### config.mk
export PLATFORM = sky130hd
export DESIGN_NAME = sysid_check_ctrl
export DESIGN_NICKNAME = d
export VERILOG_FILES = /design/src/rtl/sysid_check_ctrl.sv
export SDC_FILE = /design/constraint.sdc
export NUM_CORES = 1
export LEC_CHECK = 0
export CAP_MARGIN = 20
export CORE_ASPECT_RATIO = 1.1
export CORE_MARGIN = 2
export CORE_UTILIZATION = 42
export DETAILED_ROUTE_END_ITERATION = 10
export HOLD_SLACK_MARGIN = 0.08
export PLACE_DENSITY = 0.82
export SKIP_CTS_REPAIR_TIMING = 1
export SYNTH_ARGS = -nofsm -noshare
export SYNTH_HDL_FRONTEND = slang
export SYNTH_SLANG_ARGS = --single-unit
### constraint.sdc
create_clock -name clock -period 1.8 [get_ports clock]
set_input_delay 0.36 -clock clock [delete_from_list [all_inputs] [get_ports clock]]
set_output_delay 0.36 -clock clock [all_outputs]
set_load 0.05 [all_outputs]
### src/rtl/sysid_check_ctrl.sv
// rtl/sysid_check_ctrl.sv - system-ID read/compare sequencer with CPU status/control slave
module sysid_check_ctrl #(
    parameter logic [31:0] EXPECTED_ID  = 32'd0,
    parameter logic [31:0] EXPECTED_TS  = 32'd1545046410,
    parameter int          READ_LATENCY = 0,
    parameter bit          AUTO_CHECK   = 1'b1
) (
    input  logic        clock,
    input  logic        reset_n,
    output logic        sysid_address,
    input  logic [31:0] sysid_readdata,
    input  logic [1:0]  ctrl_address,
    input  logic        ctrl_read,
    input  logic        ctrl_write,
    input  logic [31:0] ctrl_writedata,
    output logic [31:0] ctrl_readdata,
    output logic        id_done,
    output logic        id_ok,
    output logic        irq
);

    typedef enum logic [2:0] {
        S_IDLE,
        S_RD_ID,
        S_RD_TS,
        S_COMPARE,
        S_DONE
    } state_t;

    localparam logic [1:0] LAT = 2'(READ_LATENCY);

    state_t      state;
    state_t      state_nxt;
    logic [1:0]  wait_cnt;
    logic [1:0]  wait_cnt_nxt;
    logic [31:0] cap_id;
    logic [31:0] cap_ts;
    logic        mm_id;
    logic        mm_ts;
    logic        irq_en;
    logic        auto_pend;

    logic        at_lat;
    logic        wr_ctrl;
    logic        start;
    logic        busy;
    logic        id_bad;
    logic        ts_bad;

    // Control-register write decode and start qualification; starts while busy are dropped.
    assign at_lat  = (wait_cnt == LAT);
    assign wr_ctrl = ctrl_write && (ctrl_address == 2'd3);
    assign start   = (state == S_IDLE) && (auto_pend || (wr_ctrl && ctrl_writedata[0]));
    assign busy    = (state != S_IDLE);
    assign id_bad  = (cap_id != EXPECTED_ID);
    assign ts_bad  = (cap_ts != EXPECTED_TS);

    // Read strobe and upper write-data bits carry no meaning for this slave.
    logic unused_ctrl;
    assign unused_ctrl = ^{ctrl_read, ctrl_writedata[31:3]};

    // State register and read-wait counter.
    always_ff @(posedge clock or negedge reset_n) begin
        if (!reset_n) begin
            state    <= S_IDLE;
            wait_cnt <= 2'd0;
        end else begin
            state    <= state_nxt;
            wait_cnt <= wait_cnt_nxt;
        end
    end

    // Next-state logic; each read state holds for READ_LATENCY+1 cycles, the address follows the state.
    always_comb begin
        state_nxt     = state;
        wait_cnt_nxt  = 2'd0;
        sysid_address = 1'b0;
        case (state)
            S_IDLE: begin
                if (start) begin
                    state_nxt = S_RD_ID;
                end
            end
            S_RD_ID: begin
                if (at_lat) begin
                    state_nxt = S_RD_TS;
                end else begin
                    wait_cnt_nxt = wait_cnt + 2'd1;
                end
            end
            S_RD_TS: begin
                sysid_address = 1'b1;
                if (at_lat) begin
                    state_nxt = S_COMPARE;
                end else begin
                    wait_cnt_nxt = wait_cnt + 2'd1;
                end
            end
            S_COMPARE: state_nxt = S_DONE;
            S_DONE:    state_nxt = S_IDLE;
            default:   state_nxt = S_IDLE;
        endcase
    end

    // Capture, compare and result publication; results clear when a new check starts.
    always_ff @(posedge clock or negedge reset_n) begin
        if (!reset_n) begin
            auto_pend <= AUTO_CHECK;
            cap_id    <= 32'd0;
            cap_ts    <= 32'd0;
            mm_id     <= 1'b0;
            mm_ts     <= 1'b0;
            id_done   <= 1'b0;
            id_ok     <= 1'b0;
        end else begin
            auto_pend <= 1'b0;
            if (start) begin
                id_done <= 1'b0;
                id_ok   <= 1'b0;
                mm_id   <= 1'b0;
                mm_ts   <= 1'b0;
            end
            if (state == S_RD_ID && at_lat) begin
                cap_id <= sysid_readdata;
            end
            if (state == S_RD_TS && at_lat) begin
                cap_ts <= sysid_readdata;
            end
            if (state == S_COMPARE) begin
                mm_id   <= id_bad;
                mm_ts   <= ts_bad;
                id_done <= 1'b1;
                id_ok   <= !id_bad && !ts_bad;
            end
        end
    end

    // Interrupt enable and sticky interrupt; a completion on the same edge beats a clear.
    always_ff @(posedge clock or negedge reset_n) begin
        if (!reset_n) begin
            irq_en <= 1'b0;
            irq    <= 1'b0;
        end else begin
            if (wr_ctrl) begin
                irq_en <= ctrl_writedata[1];
            end
            if (state == S_COMPARE && irq_en) begin
                irq <= 1'b1;
            end else if (wr_ctrl && ctrl_writedata[2]) begin
                irq <= 1'b0;
            end
        end
    end

    // Zero-wait-state register read mux.
    always_comb begin
        ctrl_readdata = 32'd0;
        case (ctrl_address)
            2'd0:    ctrl_readdata = {25'd0, irq, irq_en, mm_ts, mm_id, id_ok, id_done, busy};
            2'd1:    ctrl_readdata = cap_id;
            2'd2:    ctrl_readdata = cap_ts;
            default: ctrl_readdata = {30'd0, irq_en, 1'b0};
        endcase
    end

endmodule

==> results of run 1 <==
-- Yosys cell counts (3+ instances only) --
library cell	count
sky130_fd_sc_hd__inv_1	4
sky130_fd_sc_hd__nand2b_1	3
sky130_fd_sc_hd__nor4_1	8
sky130_fd_sc_hd__clkbuf_1	8
sky130_fd_sc_hd__nor4bb_1	3
sky130_fd_sc_hd__nand3_1	3
sky130_fd_sc_hd__mux2_2	63
sky130_fd_sc_hd__nand4_1	4
sky130_fd_sc_hd__o21ai_0	7
sky130_fd_sc_hd__dfrtp_1	75
sky130_fd_sc_hd__nor2_1	4
sky130_fd_sc_hd__buf_2	6
sky130_fd_sc_hd__nor2b_1	3
sky130_fd_sc_hd__nand2_1	12
sky130_fd_sc_hd__mux2i_1	5
sky130_fd_sc_hd__a22o_1	25
-- logic make-up after synthesis --
kind of cell	count (synthesis)	share of synthesized area (%)
flops	76	55.4
mux	71	23.4
simple gates	53	9.07
compound gates	40	9.10
buf+inv	18	2.18
fa+ha+maj	2	0.728
other cells	1	0.109
-- final cells by class --
type	count	area share, %
clock buffers	11	2.84
clock inverters	4	1.36
inverters	4	0.282
multi-input cells	167	31.2
flip-flops and latches	76	35.8
well taps	108	2.54
repair buffers	104	26.0
-- critical path: cells and delay by family, from the launching register on --
kind                   cells  cell delay [ns]
AOI/OAI and AO/OA          1             0.15
muxes                      1             0.28
buffers and inverters      1             0.15
and+or+nand+nor            1             0.07
DFF                        1             0.44
-- worst max path at each step --
stage          slack [ns]  cells past startpoint           endpoint       startpoint
6_report            -0.01                      4   ctrl_readdata[0]         state[0]
3_3_place_gp        -0.26                      4   ctrl_readdata[1]  ctrl_address[0]
2_1_floorplan       -0.05                      4  ctrl_readdata[10]  ctrl_address[1]
5_1_grt             -0.06                      4   ctrl_readdata[0]         state[0]
3_5_place_dp        -0.27                      6   ctrl_readdata[8]  ctrl_address[0]
4_1_cts             -0.29                      6   ctrl_readdata[8]  ctrl_address[0]
-- stage by stage --
| stage | utilization [%] | power, mW | TNS (ns) | setup WS [ns] | instance area [sq um] |
|---|---|---|---|---|---|
| floorplan | - | 5.83 | -1.23 | -0.0478 | 3500 |
| global route | 67.3 | 9.96 | -0.225 | -0.0625 | 5330 |
| CTS | 63.7 | 9.23 | -7.65 | -0.285 | 5040 |
| detailed placement | 60.8 | 7.76 | -7.27 | -0.270 | 4810 |
| global placement | 60.8 | 7.58 | -7.20 | -0.256 | 4810 |
| finish | 67.3 | 9.54 | -0.0139 | -0.0139 | 5330 |
-- layer usage --
metal | vias up | GRT usage, % | part of all wire [%]
li1 | 1180 | - | -
met1 | 1342 | 24.4 | 42
met2 | 80 | 33.8 | 52
met3 | 15 | 4.59 | 4.6
met4 | 0 | 7.69 | 1.8
met5 | - | 0 | 0
-- flip-flops by register name, indices dropped and copies added (netlist names) --
name / count
irq: 1
mm_id: 1
wait_cnt: 2
cap_id: 32
state: 3
irq_en: 1
id_done: 1
auto_pend: 1
cap_ts: 32
mm_ts: 1
id_ok: 1
-- power groups by stage --
stage / Combinational (mW) / Sequential, mW / Clock (mW)
floorplan: 2.71 / 3.12 / 0
global placement: 4.37 / 3.21 / 0
detailed placement: 4.48 / 3.28 / 0
CTS: 4.50 / 3.25 / 1.49
global route: 4.95 / 3.47 / 1.55
finish: 4.73 / 3.35 / 1.46
==> results_dict.tcl, run 1 <==
set metrics [dict create \
    period_minus_slack_ns 1.81 \
    min_path_type "reg2reg" \
    timing.critical_path.fanout_max 6 \
    report.final.setup_viol 1 \
    io_pins 106 \
    drv_cap 0 \
    grt_pass1_vias 2739 \
    register_area_sq_um 1910 \
    mostFrequentLayoutCell "sky130_fd_sc_hd__dfrtp_1" \
    number_of_i_o_port_buffers 75 \
    fmax_ghz 0.551 \
    syn_nets 333 \
    routed_via_density 5.52 \
    multi_input_comb_area_sq_um 1660 \
    route.detailed.wl_per_inst_um 19.4 \
    synthDominantAreaCellType "sky130_fd_sc_hd__dfrtp_1" \
    violations "setup timing" \
    timing.critical_path.cells "nor3_4, mux2_4, o21ai_4, buf_12" \
    gpl.final_weighted_congestion 0.798 \
    clk_root_buf "sky130_fd_sc_hd__clkbuf_8" \
    design.final.nets 434 \
    synth_enable_flop_cells 0 \
    fin_ws_ns -0.0139 \
    cpMaxStageDelayCell "sky130_fd_sc_hd__dfrtp_2" \
    status "finished, violations left" \
    finalClockSkew_ns 0.0135 \
    worst-endpoint-arrival_ns 1.45 \
    static-leakage-power_nw 2.28 \
    drt_first_iter_violations 107 \
    critical_path.max_stage_delay_ns 0.44 \
    die_h_um 98.9 \
    groute.usage.overall_pct 19.7 \
    r2r_slack_ns 0.02 \
    timing.rr.start "cap_ts[14]" \
    numCtsBuffers 9 \
    final_cell_count_no_fill 474 \
    type_of_the_setup_path_with_the_least_slack "reg2out" \
    cts.sinks 76 \
    antenna_found_initial 0 \
    synth-seq-area-share_pct 55.4 \
    regToRegEndpoint "mm_ts" \
    rsz0062_at_grt "true" \
    clk_transition_reported_paths_ns 0.08 \
    floorplan.initialDensity_pct 43.4 \
    core_sq_um 7910 \
    rr_worst_depth 3 \
    n_antenna_cell 0 \
    ys_types 37 \
    drt_pass1_iterations 4 \
    grt.overflow.total 0 \
    cts_tree "done" \
    min_to "cap_ts[27]" \
    share_of_layout_cells_above_drive_strength_1_pct 52.5 \
    min_from "cap_ts[27]" \
    clock_tree.buffer_depth 2 \
    most_instantiated_flip_flop_cell_in_the_synthesis_netlist "sky130_fd_sc_hd__dfrtp_1" \
    ant_nets 0 \
    count_of_h_tree_levels_built_during_cts 3 \
    global_route_wire_length_before_repair_mm 13.7 \
    drcViolationCount 0 \
    critical_path.endpoint_type "output pin" \
    synthTopCellsByArea "sky130_fd_sc_hd__dfrtp_1 55%, sky130_fd_sc_hd__mux2_2 21%, sky130_fd_sc_hd__a22o_1 6.4%" \
    sw_frac_of_total_pct 37.3 \
    critical_path.startpoint_type "register" \
    clk-insertion-delay-late_ns 0.36 \
    dpl.cell_count 447 \
    placementRows 34 \
    synthesis_to_finish_area_growth_pct 55.0 \
    horizontal_extent_of_the_die_um 90.2 \
    power.share.combinational_pct 49.6 \
    hold_violations 0 \
    die-area_sq_um 8920 \
    synth_warnings 0 \
    postSynthAreaPerCell_sq_um 13.2 \
    synthesis.instances 261 \
    required_ns 1.44 \
    final-max-slew-violation-count 0 \
    clock_power_share_pct 15.3 \
    routed_via_count 2617 \
    synth_top_area_share_pct 54.6 \
    layout_common_cells "72 x sky130_fd_sc_hd__dfrtp_1, 62 x sky130_fd_sc_hd__mux2_2, 37 x sky130_fd_sc_hd__buf_12, 36 x sky130_fd_sc_hd__clkdlybuf4s50_1, 22 x sky130_fd_sc_hd__buf_4" \
    hold_depth 1 \
    grt_start_max_net_pins 77 \
    fillCellCount 548 \
    post_route_fraction_of_the_period_consumed_by_the_critical_path_pct 101 \
    synth-async-reset-ratio_pct 100 \
    pwr-share-seq_pct 35.1 \
    detail_route.wirelength_mm 9.21 \
    netSwitchingPower_mw 3.56 \
    detailed_place_hpwl_mm 6.04 \
    synth.cell_area_sq_um 3440 \
    hold_ws_ns 0.518 \
    synth-seq-cells 76 \
    total_power_divided_by_cell_area_nw_per_um2 1790 \
    worst_ir_drop_vdd_mv 1.00 \
    power_report.internal_total_mw 5.99 \
]
No activity file was read; power rests on OpenSTA's default activity.
==> inputs of run 2 (changes only) <==
--- a/config.mk
+++ b/config.mk
@@ -6,7 +6,7 @@
 export NUM_CORES = 1
 export LEC_CHECK = 0
 export CAP_MARGIN = 20
-export CORE_ASPECT_RATIO = 1.1
+export CORE_ASPECT_RATIO = 0.7
 export CORE_MARGIN = 2
 export CORE_UTILIZATION = 42
 export DETAILED_ROUTE_END_ITERATION = 10
==> constraint.sdc (replaced) <==
create_clock -name clock -period 1.8 [get_ports clock]
set_input_delay 0.36 -clock clock [delete_from_list [all_inputs] [get_ports clock]]
set_output_delay 0.36 -clock clock [all_outputs]
set_load 0.005 [all_outputs]
==> run 2 against run 1 <==
The run still ends with setup timing left. Maximum frequency down 8.9%. Largest power group is now registers. Critical path type is now in2out. Hold slack worse by 0.48 ns. Clock skew is 0.0045 ns lower. Die area is 0.12% higher. Critical path depth is 2 higher. Final area shrank 3.9%. Sequential share of layout area rose by 1.4 points.
==> results_dict.tcl, run 2 (synthesis gave the netlist of run 1 again) <==
set metrics [dict create \
    worst-endpoint-arrival_ns 1.63 \
    floorplan.initialDensity_pct 43.5 \
    route.detailed.wl_per_inst_um 20.1 \
    period_minus_slack_ns 1.99 \
    critical_path.startpoint "ctrl_address[0]" \
    io_pins 106 \
    final-max-slew-violation-count 0 \
    report.final.setup_viol 6 \
    total_power_divided_by_cell_area_nw_per_um2 1650 \
    horizontal_extent_of_the_die_um 112 \
    worst_pin_slew_ns 0.596 \
    post_route_fraction_of_the_period_consumed_by_the_critical_path_pct 111 \
    violations "setup timing" \
    critical_path.startpoint_type "input port" \
    n_antenna_cell 0 \
    type_of_the_setup_path_with_the_least_slack "in2out" \
    drt_first_iter_violations 135 \
    detailed_place_hpwl_mm 6.16 \
    timing.critical_path.fanout_max 21 \
    drt_pass1_iterations 4 \
    layout_common_cells "74 x sky130_fd_sc_hd__dfrtp_1, 63 x sky130_fd_sc_hd__mux2_2, 43 x sky130_fd_sc_hd__clkdlybuf4s50_1, 27 x sky130_fd_sc_hd__dlymetal6s2s_1, 27 x sky130_fd_sc_hd__buf_4" \
    count_of_h_tree_levels_built_during_cts 3 \
    gpl.final_weighted_congestion 0.787 \
    core_sq_um 7910 \
    regToRegEndpoint "mm_id" \
    fraction_of_the_core_area_covered_by_cells_at_the_end_of_the_flow_pct 64.7 \
    hold_violations 0 \
    antenna_found_initial 0 \
    timing.max_slew.rel_slack_pct 60.3 \
    numCtsBuffers 9 \
    ant_nets 0 \
    clk_root_buf "sky130_fd_sc_hd__clkbuf_16" \
    share_of_layout_cells_above_drive_strength_1_pct 36.3 \
    static-leakage-power_nw 2.52 \
    number_of_i_o_port_buffers 75 \
    grt_pass1_vias 2704 \
    routed_via_density 5.51 \
    clk-insertion-delay-late_ns 0.33 \
    fin_ws_ns -0.191 \
    grt.overflow.total 0 \
    global_route_wire_length_before_repair_mm 14.1 \
    timing.rr.start "cap_id[12]" \
    status "finished, violations left" \
    finalClockSkew_ns 0.00897 \
    grt_start_max_net_pins 34 \
    cts_tree "done" \
    die-area_sq_um 8930 \
    detail_route.wirelength_mm 9.62 \
    critical_path.endpoint_type "output pin" \
    groute.usage.overall_pct 20.5 \
    crit_end "ctrl_readdata[12]" \
    drv_cap 0 \
    rr_worst_depth 4 \
    cts.sinks 76 \
    synthesis_to_finish_area_growth_pct 48.9 \
    placementRows 27 \
    clock_tree.buffer_depth 2 \
    design.final.nets 444 \
    design_power_total_mw 8.42 \
    r2r_slack_ns -0.01 \
    die_h_um 79.7 \
    routed_via_count 2636 \
    clk_transition_reported_paths_ns 0.06 \
    dp_slack_ns -0.606 \
    required_ns 1.44 \
    mostFrequentLayoutCell "sky130_fd_sc_hd__dfrtp_1" \
    drcViolationCount 0 \
    worst_ir_drop_vdd_mv 1.04 \
    min_path_type "in2async" \
    largest_registers "cap_id: 32 flops, cap_ts: 32 flops, state: 3 flops" \
    fmax_ghz 0.502 \
    rsz0062_at_grt "true" \
]
[run 2: cell count changes in the layout (fill, tap and decap cells not counted), moves of 6 or more]
| cell | change |
|---|---|
| sky130_fd_sc_hd__buf_12 | -31 |
| sky130_fd_sc_hd__dlymetal6s2s_1 | +25 |
| sky130_fd_sc_hd__a22o_1 | +24 |
| sky130_fd_sc_hd__clkbuf_16 | +10 |
| sky130_fd_sc_hd__a22o_4 | -10 |
| sky130_fd_sc_hd__clkdlybuf4s50_1 | +7 |
| sky130_fd_sc_hd__a22o_2 | -14 |
| sky130_fd_sc_hd__clkbuf_8 | -10 |
| sky130_fd_sc_hd__o21ai_0 | +6 |
[run 2: layout make-up]
cell class,instances,area [sq um]
sequential,76,1900
fill,578,2790
inverter,4,15.0
clock buffer,11,243
multi-input combinational,167,1530
clock inverter,5,83.8
timing repair buffer,114,1210
tap,101,126
[run 2: metrics by stage]
stage / std cells / cell area, sq um / setup TNS, ns / hold slack [ns]
after CTS: 460 / 4810 / -19.05 / 0.0419
final: 478 / 5120 / -0.740 / 0.0350
after global routing: 478 / 5120 / -1.08 / 0.0822
after detailed placement: 444 / 4490 / -18.62 / 0.387
after floorplan: 261 / 3440 / 0 / 0.0644
after global placement: 444 / 4490 / -18.04 / 0.379
[run 2: worst max-delay path, stage by stage]
cell	delay [ns]
sky130_fd_sc_hd__clkbuf_2	0.11
sky130_fd_sc_hd__buf_6	0.14
sky130_fd_sc_hd__nor2b_4	0.15
sky130_fd_sc_hd__buf_12	0.18
sky130_fd_sc_hd__a22o_1	0.18
sky130_fd_sc_hd__clkdlybuf4s50_1	0.51
[run 2: how the worst min path moves through the flow]
| stage | endpoint | slack (ns) | cells after the start |
|---|---|---|---|
| after floorplan | cap_id[0] | 0.06 | 0 |
| after global placement | cap_ts[1] | 0.38 | 1 |
| after detailed placement | cap_ts[1] | 0.39 | 1 |
| after CTS | cap_ts[1] | 0.04 | 1 |
| after global routing | cap_ts[1] | 0.08 | 1 |
| final | cap_ts[1] | 0.03 | 1 |
[run 2: per-layer routing]
layer | wire length (um) | global-route usage [%] | share of wire [%] | vias to the layer above
li1 | - | - | - | 1201
met2 | 4560 | 32.9 | 47 | 78
met5 | 0 | 0 | 0 | -
met4 | 82 | 5.24 | 0.85 | 0
met1 | 4510 | 28.0 | 47 | 1348
met3 | 468 | 5.54 | 4.9 | 9
[run 2: where the power goes]
group / internal, mW / switching (mW) / leakage [nW]
combinational: 1.97 / 1.16 / 1.46
clock: 1.26 / 0.711 / 0.152
sequential: 2.56 / 0.760 / 0.902
total: 5.79 / 2.63 / 2.52
